`config.mk`:
```
export PLATFORM = sky130hd
export DESIGN_NAME = pe_block_param
export DESIGN_NICKNAME = d
export VERILOG_FILES = /design/src/rtl/pe_block_param_pkg.sv /design/src/rtl/pe_block_param_mac_lane.sv /design/src/rtl/pe_block_param.sv
export SDC_FILE = /design/constraint.sdc
export NUM_CORES = 2
export LEC_CHECK = 0
export CORE_MARGIN = 4
export CORE_UTILIZATION = 40
export CTS_BUF_LIST = sky130_fd_sc_hd__clkbuf_4 sky130_fd_sc_hd__clkbuf_8 sky130_fd_sc_hd__clkbuf_16
export DETAILED_ROUTE_END_ITERATION = 8
export PLACE_DENSITY = 0.58
export SYNTH_ARGS = -nofsm -noshare
export SYNTH_HDL_FRONTEND = slang
export SYNTH_HIERARCHICAL = 1
export SYNTH_SLANG_ARGS = --single-unit
```
`constraint.sdc`:
```
create_clock -name clk -period 8.31 [get_ports clk]
set_input_delay 1.662 -clock clk [delete_from_list [all_inputs] [get_ports clk]]
set_output_delay 1.662 -clock clk [all_outputs]
set_load 0.01 [all_outputs]
```
`src/rtl/pe_block_param_pkg.sv`:
```
// -----------------------------------------------------------------------------
// pe_pkg -- shared definitions for the parametrised PE block.
//   * pe_state_e : control FSM encoding (IDLE / ACC / DONE)
//   * PE_DATA_W  : default ifmap/weight width
//   * PE_ACC_W   : default bias/accumulator/ofmap width
//   * sext()     : sign-extend the low from_w bits of a value to PE_MAX_W bits
// Optional build macro used elsewhere in this slice: PE_BLOCK_RELU_EN.
// -----------------------------------------------------------------------------
package pe_pkg;

  typedef enum logic [1:0] {
    S_IDLE = 2'd0,
    S_ACC  = 2'd1,
    S_DONE = 2'd2
  } pe_state_e;

  localparam int PE_DATA_W = 8;
  localparam int PE_ACC_W  = 32;

  // Widest value sext() handles; callers truncate the result to their width.
  localparam int PE_MAX_W  = 64;

  // Replicates bit (from_w-1) into every bit at or above from_w.
  function automatic logic [PE_MAX_W-1:0] sext(input logic [PE_MAX_W-1:0] v,
                                               input int unsigned         from_w);
    logic [PE_MAX_W-1:0] r;
    r = '0;
    for (int i = 0; i < PE_MAX_W; i++) begin
      r[i] = (i < from_w) ? v[i] : v[from_w-1];
    end
    return r;
  endfunction

endpackage

```
`src/rtl/pe_block_param_mac_lane.sv`:
```
// -----------------------------------------------------------------------------
// pe_mac_lane -- one output channel of the PE block.
// Holds the lane accumulator. It is bias-loaded at job start and then adds one
// full-precision signed product per accepted beat. The sum wraps modulo
// 2^ACC_W.
// Build option: with PE_BLOCK_RELU_EN defined, ofmap is max(acc, 0). The clamp
// is applied combinationally at the output and the accumulator is untouched.
// Ports:
//   clk, rst  clock / asynchronous active-low reset
//   load      capture bias into the accumulator
//   bias      lane bias (signed, ACC_W)
//   acc_en    accumulate ifmap*weight this cycle
//   ifmap     broadcast activation (signed, DATA_W)
//   weight    lane weight (signed, DATA_W)
//   ofmap     lane result (ACC_W)
// -----------------------------------------------------------------------------
module pe_mac_lane
  import pe_pkg::*;
#(
  parameter int DATA_W = PE_DATA_W,
  parameter int ACC_W  = PE_ACC_W
) (
  input  logic                     clk,
  input  logic                     rst,
  input  logic                     load,
  input  logic signed [ACC_W-1:0]  bias,
  input  logic                     acc_en,
  input  logic signed [DATA_W-1:0] ifmap,
  input  logic signed [DATA_W-1:0] weight,
  output logic        [ACC_W-1:0]  ofmap
);

  logic signed [2*DATA_W-1:0] prod;
  logic        [ACC_W-1:0]    prod_ext;
  logic        [ACC_W-1:0]    acc;

  // The product is kept at full 2*DATA_W precision before widening.
  assign prod     = ifmap * weight;
  assign prod_ext = ACC_W'(sext(PE_MAX_W'(prod), 2 * DATA_W));

  // NOTE: the reset is in the sensitivity list so that rst clears acc
  // immediately, without waiting for a clock edge. State is written with
  // non-blocking (<=) assignments so that every register samples its
  // pre-edge values.
  always_ff @(posedge clk or negedge rst) begin
    if (!rst) begin
      acc <= '0;
    end else if (load) begin
      acc <= bias;
    end else if (acc_en) begin
      acc <= acc + prod_ext;
    end
  end

`ifdef PE_BLOCK_RELU_EN
  assign ofmap = acc[ACC_W-1] ? '0 : acc;
`else
  assign ofmap = acc;
`endif

endmodule

```
`src/rtl/pe_block_param.sv`:
```
// -----------------------------------------------------------------------------
// pe_block_param -- NUM_CH-lane multiply-accumulate processing element.
// One ifmap element per beat is broadcast to NUM_CH pe_mac_lane instances. Each
// lane has its own weight and bias. A job is accepted in IDLE, accumulates
// depth beats in ACC, and then presents the result in DONE until out_ready.
// Build option: PE_BLOCK_RELU_EN clamps each ofmap lane at zero.
// Ports:
//   clk, rst             clock / asynchronous active-low reset
//   start, cfg_depth     job launch and depth (clamped to MAX_DEPTH)
//   bias                 per-lane bias, lane c at [c*ACC_W +: ACC_W]
//   in_valid, in_ready   input beat handshake
//   ifmap                broadcast activation
//   weight               per-lane weight, lane c at [c*DATA_W +: DATA_W]
//   out_valid, out_ready result handshake
//   ofmap                per-lane result, lane c at [c*ACC_W +: ACC_W]
//   busy                 high while a job is in flight
// -----------------------------------------------------------------------------
module pe_block_param
  import pe_pkg::*;
#(
  parameter  int DATA_W    = PE_DATA_W,
  parameter  int ACC_W     = PE_ACC_W,
  parameter  int NUM_CH    = 8,
  parameter  int MAX_DEPTH = 16,
  localparam int DEP_W     = $clog2(MAX_DEPTH + 1)
) (
  input  logic                     clk,
  input  logic                     rst,
  input  logic                     start,
  input  logic [DEP_W-1:0]         cfg_depth,
  input  logic [NUM_CH*ACC_W-1:0]  bias,
  input  logic                     in_valid,
  output logic                     in_ready,
  input  logic [DATA_W-1:0]        ifmap,
  input  logic [NUM_CH*DATA_W-1:0] weight,
  output logic                     out_valid,
  input  logic                     out_ready,
  output logic [NUM_CH*ACC_W-1:0]  ofmap,
  output logic                     busy
);

  pe_state_e        state;
  logic [DEP_W-1:0] cnt;
  logic [DEP_W-1:0] depth_q;
  logic [DEP_W-1:0] depth_clamped;
  logic             load;
  logic             beat;
  logic             last_beat;

  assign depth_clamped = (cfg_depth > DEP_W'(MAX_DEPTH)) ? DEP_W'(MAX_DEPTH) : cfg_depth;

  // start only counts in IDLE. A start in the DONE handshake cycle is
  // therefore dropped.
  assign load      = (state == S_IDLE) && start;
  assign beat      = in_valid && in_ready;
  assign last_beat = beat && (cnt == depth_q - DEP_W'(1));

  // in_ready, out_valid and busy are registered alongside the state.
  always_ff @(posedge clk or negedge rst) begin
    if (!rst) begin
      state     <= S_IDLE;
      cnt       <= '0;
      depth_q   <= '0;
      in_ready  <= 1'b0;
      out_valid <= 1'b0;
      busy      <= 1'b0;
    end else begin
      case (state)
        S_IDLE: begin
          if (start) begin
            depth_q <= depth_clamped;
            cnt     <= '0;
            busy    <= 1'b1;
            if (depth_clamped != '0) begin
              state    <= S_ACC;
              in_ready <= 1'b1;
            end else begin
              // A zero-depth job presents the bias directly.
              state     <= S_DONE;
              out_valid <= 1'b1;
            end
          end
        end
        S_ACC: begin
          if (beat) begin
            cnt <= cnt + DEP_W'(1);
            if (last_beat) begin
              state     <= S_DONE;
              in_ready  <= 1'b0;
              out_valid <= 1'b1;
            end
          end
        end
        S_DONE: begin
          if (out_ready) begin
            state     <= S_IDLE;
            out_valid <= 1'b0;
            busy      <= 1'b0;
          end
        end
        default: begin
          state     <= S_IDLE;
          in_ready  <= 1'b0;
          out_valid <= 1'b0;
          busy      <= 1'b0;
        end
      endcase
    end
  end

  for (genvar c = 0; c < NUM_CH; c++) begin : g_lane
    pe_mac_lane #(
      .DATA_W (DATA_W),
      .ACC_W  (ACC_W)
    ) u_lane (
      .clk    (clk),
      .rst    (rst),
      .load   (load),
      .bias   (bias[c*ACC_W +: ACC_W]),
      .acc_en (beat),
      .ifmap  (ifmap),
      .weight (weight[c*DATA_W +: DATA_W]),
      .ofmap  (ofmap[c*ACC_W +: ACC_W])
    );
  end

endmodule

```
==> flow_summary.json <==
{
  "hold_path.class": "reg -> reg",
  "drc": 0,
  "yosys-top-cells-count": "inv_1, ha_1, nand2_1",
  "synth_top_family_by_area": "adder cells",
  "first_iter_violations": 1595,
  "cp_top_family": "adder cells",
  "worstPathRequired_ns": 8.77,
  "grt_pass1_vias": 40996,
  "core_area_um2": 111000,
  "drive_above_1_share": 0.120,
  "wl_per_cell_um": 16.4,
  "cts-root-buf": "clkbuf_16",
  "syn-num-nets": 6448,
  "ioPinCount": 597,
  "synth-async-reset-ratio": 1.00,
  "synth_compound_area_frac": 0.167,
  "die_x_um": 342,
  "antenna_found_initial": 22,
  "cts_tree": "built",
  "grt_max_degree": 157,
  "rows": 122,
  "period_needed_ns": 8.00,
  "cpMaxStageDelayCell": "fa_1",
  "postRouteAntennaNets": 0,
  "worstPathMaxFanout": 4,
  "final-max-slew-violation-count": 0,
  "worst_slew_pin_slew_ns": 0.862,
  "synth_top_area_frac": 0.201,
  "ys_seq_area_frac": 0.152,
  "yosys.area_share.xor_xnor": 0.0688,
  "ys_warn_count": 6,
  "cp-end-kind": "flop",
  "synth_simple_gate_area_share": 0.162,
  "slowest_delay_ns": 0.54,
  "clock_skew_ns": 0.0148,
  "synth-main-ff-cell": "dfrtp_1",
  "setup_viol_count_final": 0,
  "crit_type": "in -> reg",
  "num_vias": 39066,
  "finalWirelength_um": 127000,
  "dp_hpwl_um": 104000,
  "synth_area_um2": 44500,
  "hold_viol_final": 0,
  "final_core_util": 0.521,
  "cts.clk_slew.worst_paths_ns": 0.06,
  "synth_edf_count": 0,
  "hold_buffers": 0,
  "fp.dieH_um": 342,
  "layout.nets": 7521,
  "cp-start-kind": "input port",
  "yosys_register_bits": 271,
  "cp.buffers_inverters": 6,
  "maxSlewHeadroom": 0.426,
  "maxCapViolations": 0,
  "dp_slack_ns": -0.348,
  "firstDrtPassIters": 5,
  "synth-adder-area-share": 0.337,
  "grt_pass1_wl_um": 210000,
  "place.gp.congestion": 0.892,
  "ys_types": 96,
  "port_buffers": 596,
  "final.setup.tns_ns": 0,
  "cts_buffers": 39,
  "synth_largest_area_cell": "fa_1",
  "fmax_mhz": 125,
  "syn-instance-count": 5180,
  "initial_core_util": 0.402,
  "cp.arrival_ns": 8.45,
  "syn2layout_area_growth_pct": 29.6,
  "clock_latency_ns": 0.59,
  "synth.most_common_cell": "inv_1",
  "clockBufferDepth": 3,
  "overflow": 0,
  "grtUsageTotal": 0.218,
  "fin_ws_ns": 0.314,
  "status": "completed",
  "muxShareOfSynthArea": 0.0371,
  "via_per_inst": 5.02,
  "fin_crit_sh": 0.962,
  "clock-sinks": 271,
  "synth.top_cells.by_area": "fa_1, dfrtp_1, ha_1",
  "htree_levels": 2,
  "postSynthAreaPerCell_um2": 8.60,
  "die_area_um2": 117000
}
[sequential cells by signal (all words and copies together) (netlist names)]
signal               flops
out_valid                1
in_ready                 1
depth_q                  5
busy                     1
state                    2
g_lane.u_lane/ofmap    256
cnt                      5
[per-stage QoR]
stage	hold WS (ns)	instances	instance area (um2)
2_1_floorplan	0.465	5180	44500
3_3_place_gp	0.492	7697	56200
3_5_place_dp	0.489	7697	56200
4_1_cts	0.502	7765	57500
5_1_grt	0.561	7774	57700
6_report	0.502	7782	57700
[cell usage in the layout, fill, tap and decap left out, drive strengths merged, types with 26 or more instances in the layout]
master	n
nand2b	40
o21a	34
nor3	50
dfrtp	271
and2	365
buf	559
a21o	121
a21oi	312
nand2	478
nand4	36
inv	762
fa	448
o21bai	56
clkdlybuf4s50	573
nor2	217
a22oi	31
o21ai	370
or3	26
xor2	117
nand3	61
a211oi	63
and3	28
ha	482
clkbuf	60
xnor2	231
nor2b	73
a31oi	46
mux2i	154
[layout make-up]
| type | count | area, um2 |
|---|---|---|
| timing repair buffer | 1146 | 10300 |
| antenna | 14 | 35.0 |
| clock inverter | 8 | 104 |
| multi-input combinational | 4033 | 34500 |
| tap | 1488 | 1860 |
| fill | 10552 | 53000 |
| clock buffer | 60 | 1200 |
| inverter | 762 | 2880 |
| sequential | 271 | 6780 |
[cells by family after synthesis]
kind of cell / Yosys count
XOR/XNOR: 348
flip-flops: 271
buffers and inverters: 876
AO/OA/AOI/OAI: 1166
multiplexers: 164
AND/OR/NAND/NOR: 1425
adder cells (fa/ha/maj): 930
[worst min-delay path, stage by stage, from the launching register on]
cell	delay, ns
dfrtp_1	0.35
nand2_1	0.06
nand2_1	0.06
[layer usage]
metal / vias to the layer above / share of wire / GRT usage
met5: - / 0.00090 / 0
met4: 18 / 0.021 / 0.0491
met3: 134 / 0.046 / 0.0364
met2: 617 / 0.49 / 0.388
met1: 18779 / 0.44 / 0.277
li1: 19518 / - / -
[worst paths after layout]
path	cells after the start	slack [ns]	start	end
setup / recovery	28	0.31	weight[19]	g_lane[2].u_lane/ofmap[30]
hold / removal	2	0.50	depth_q[4]	depth_q[4]
setup reg to reg	12	4.96	g_lane[4].u_lane/ofmap[0]	g_lane[4].u_lane/ofmap[16]
hold reg to reg	2	0.50	depth_q[4]	depth_q[4]
max in group asynchronous	2	6.15	rst	g_lane[7].u_lane/ofmap[23]
min in group asynchronous	1	0.98	rst	g_lane[0].u_lane/ofmap[1]
[timing repair]
item	in CTS	in global routing
resized for setup	0	41
buffers inserted	0	3
setup endpoints to repair	0	23
Power is not shown: default switching activity piles up to over one toggle a cycle in this logic, so the estimate is an artifact.
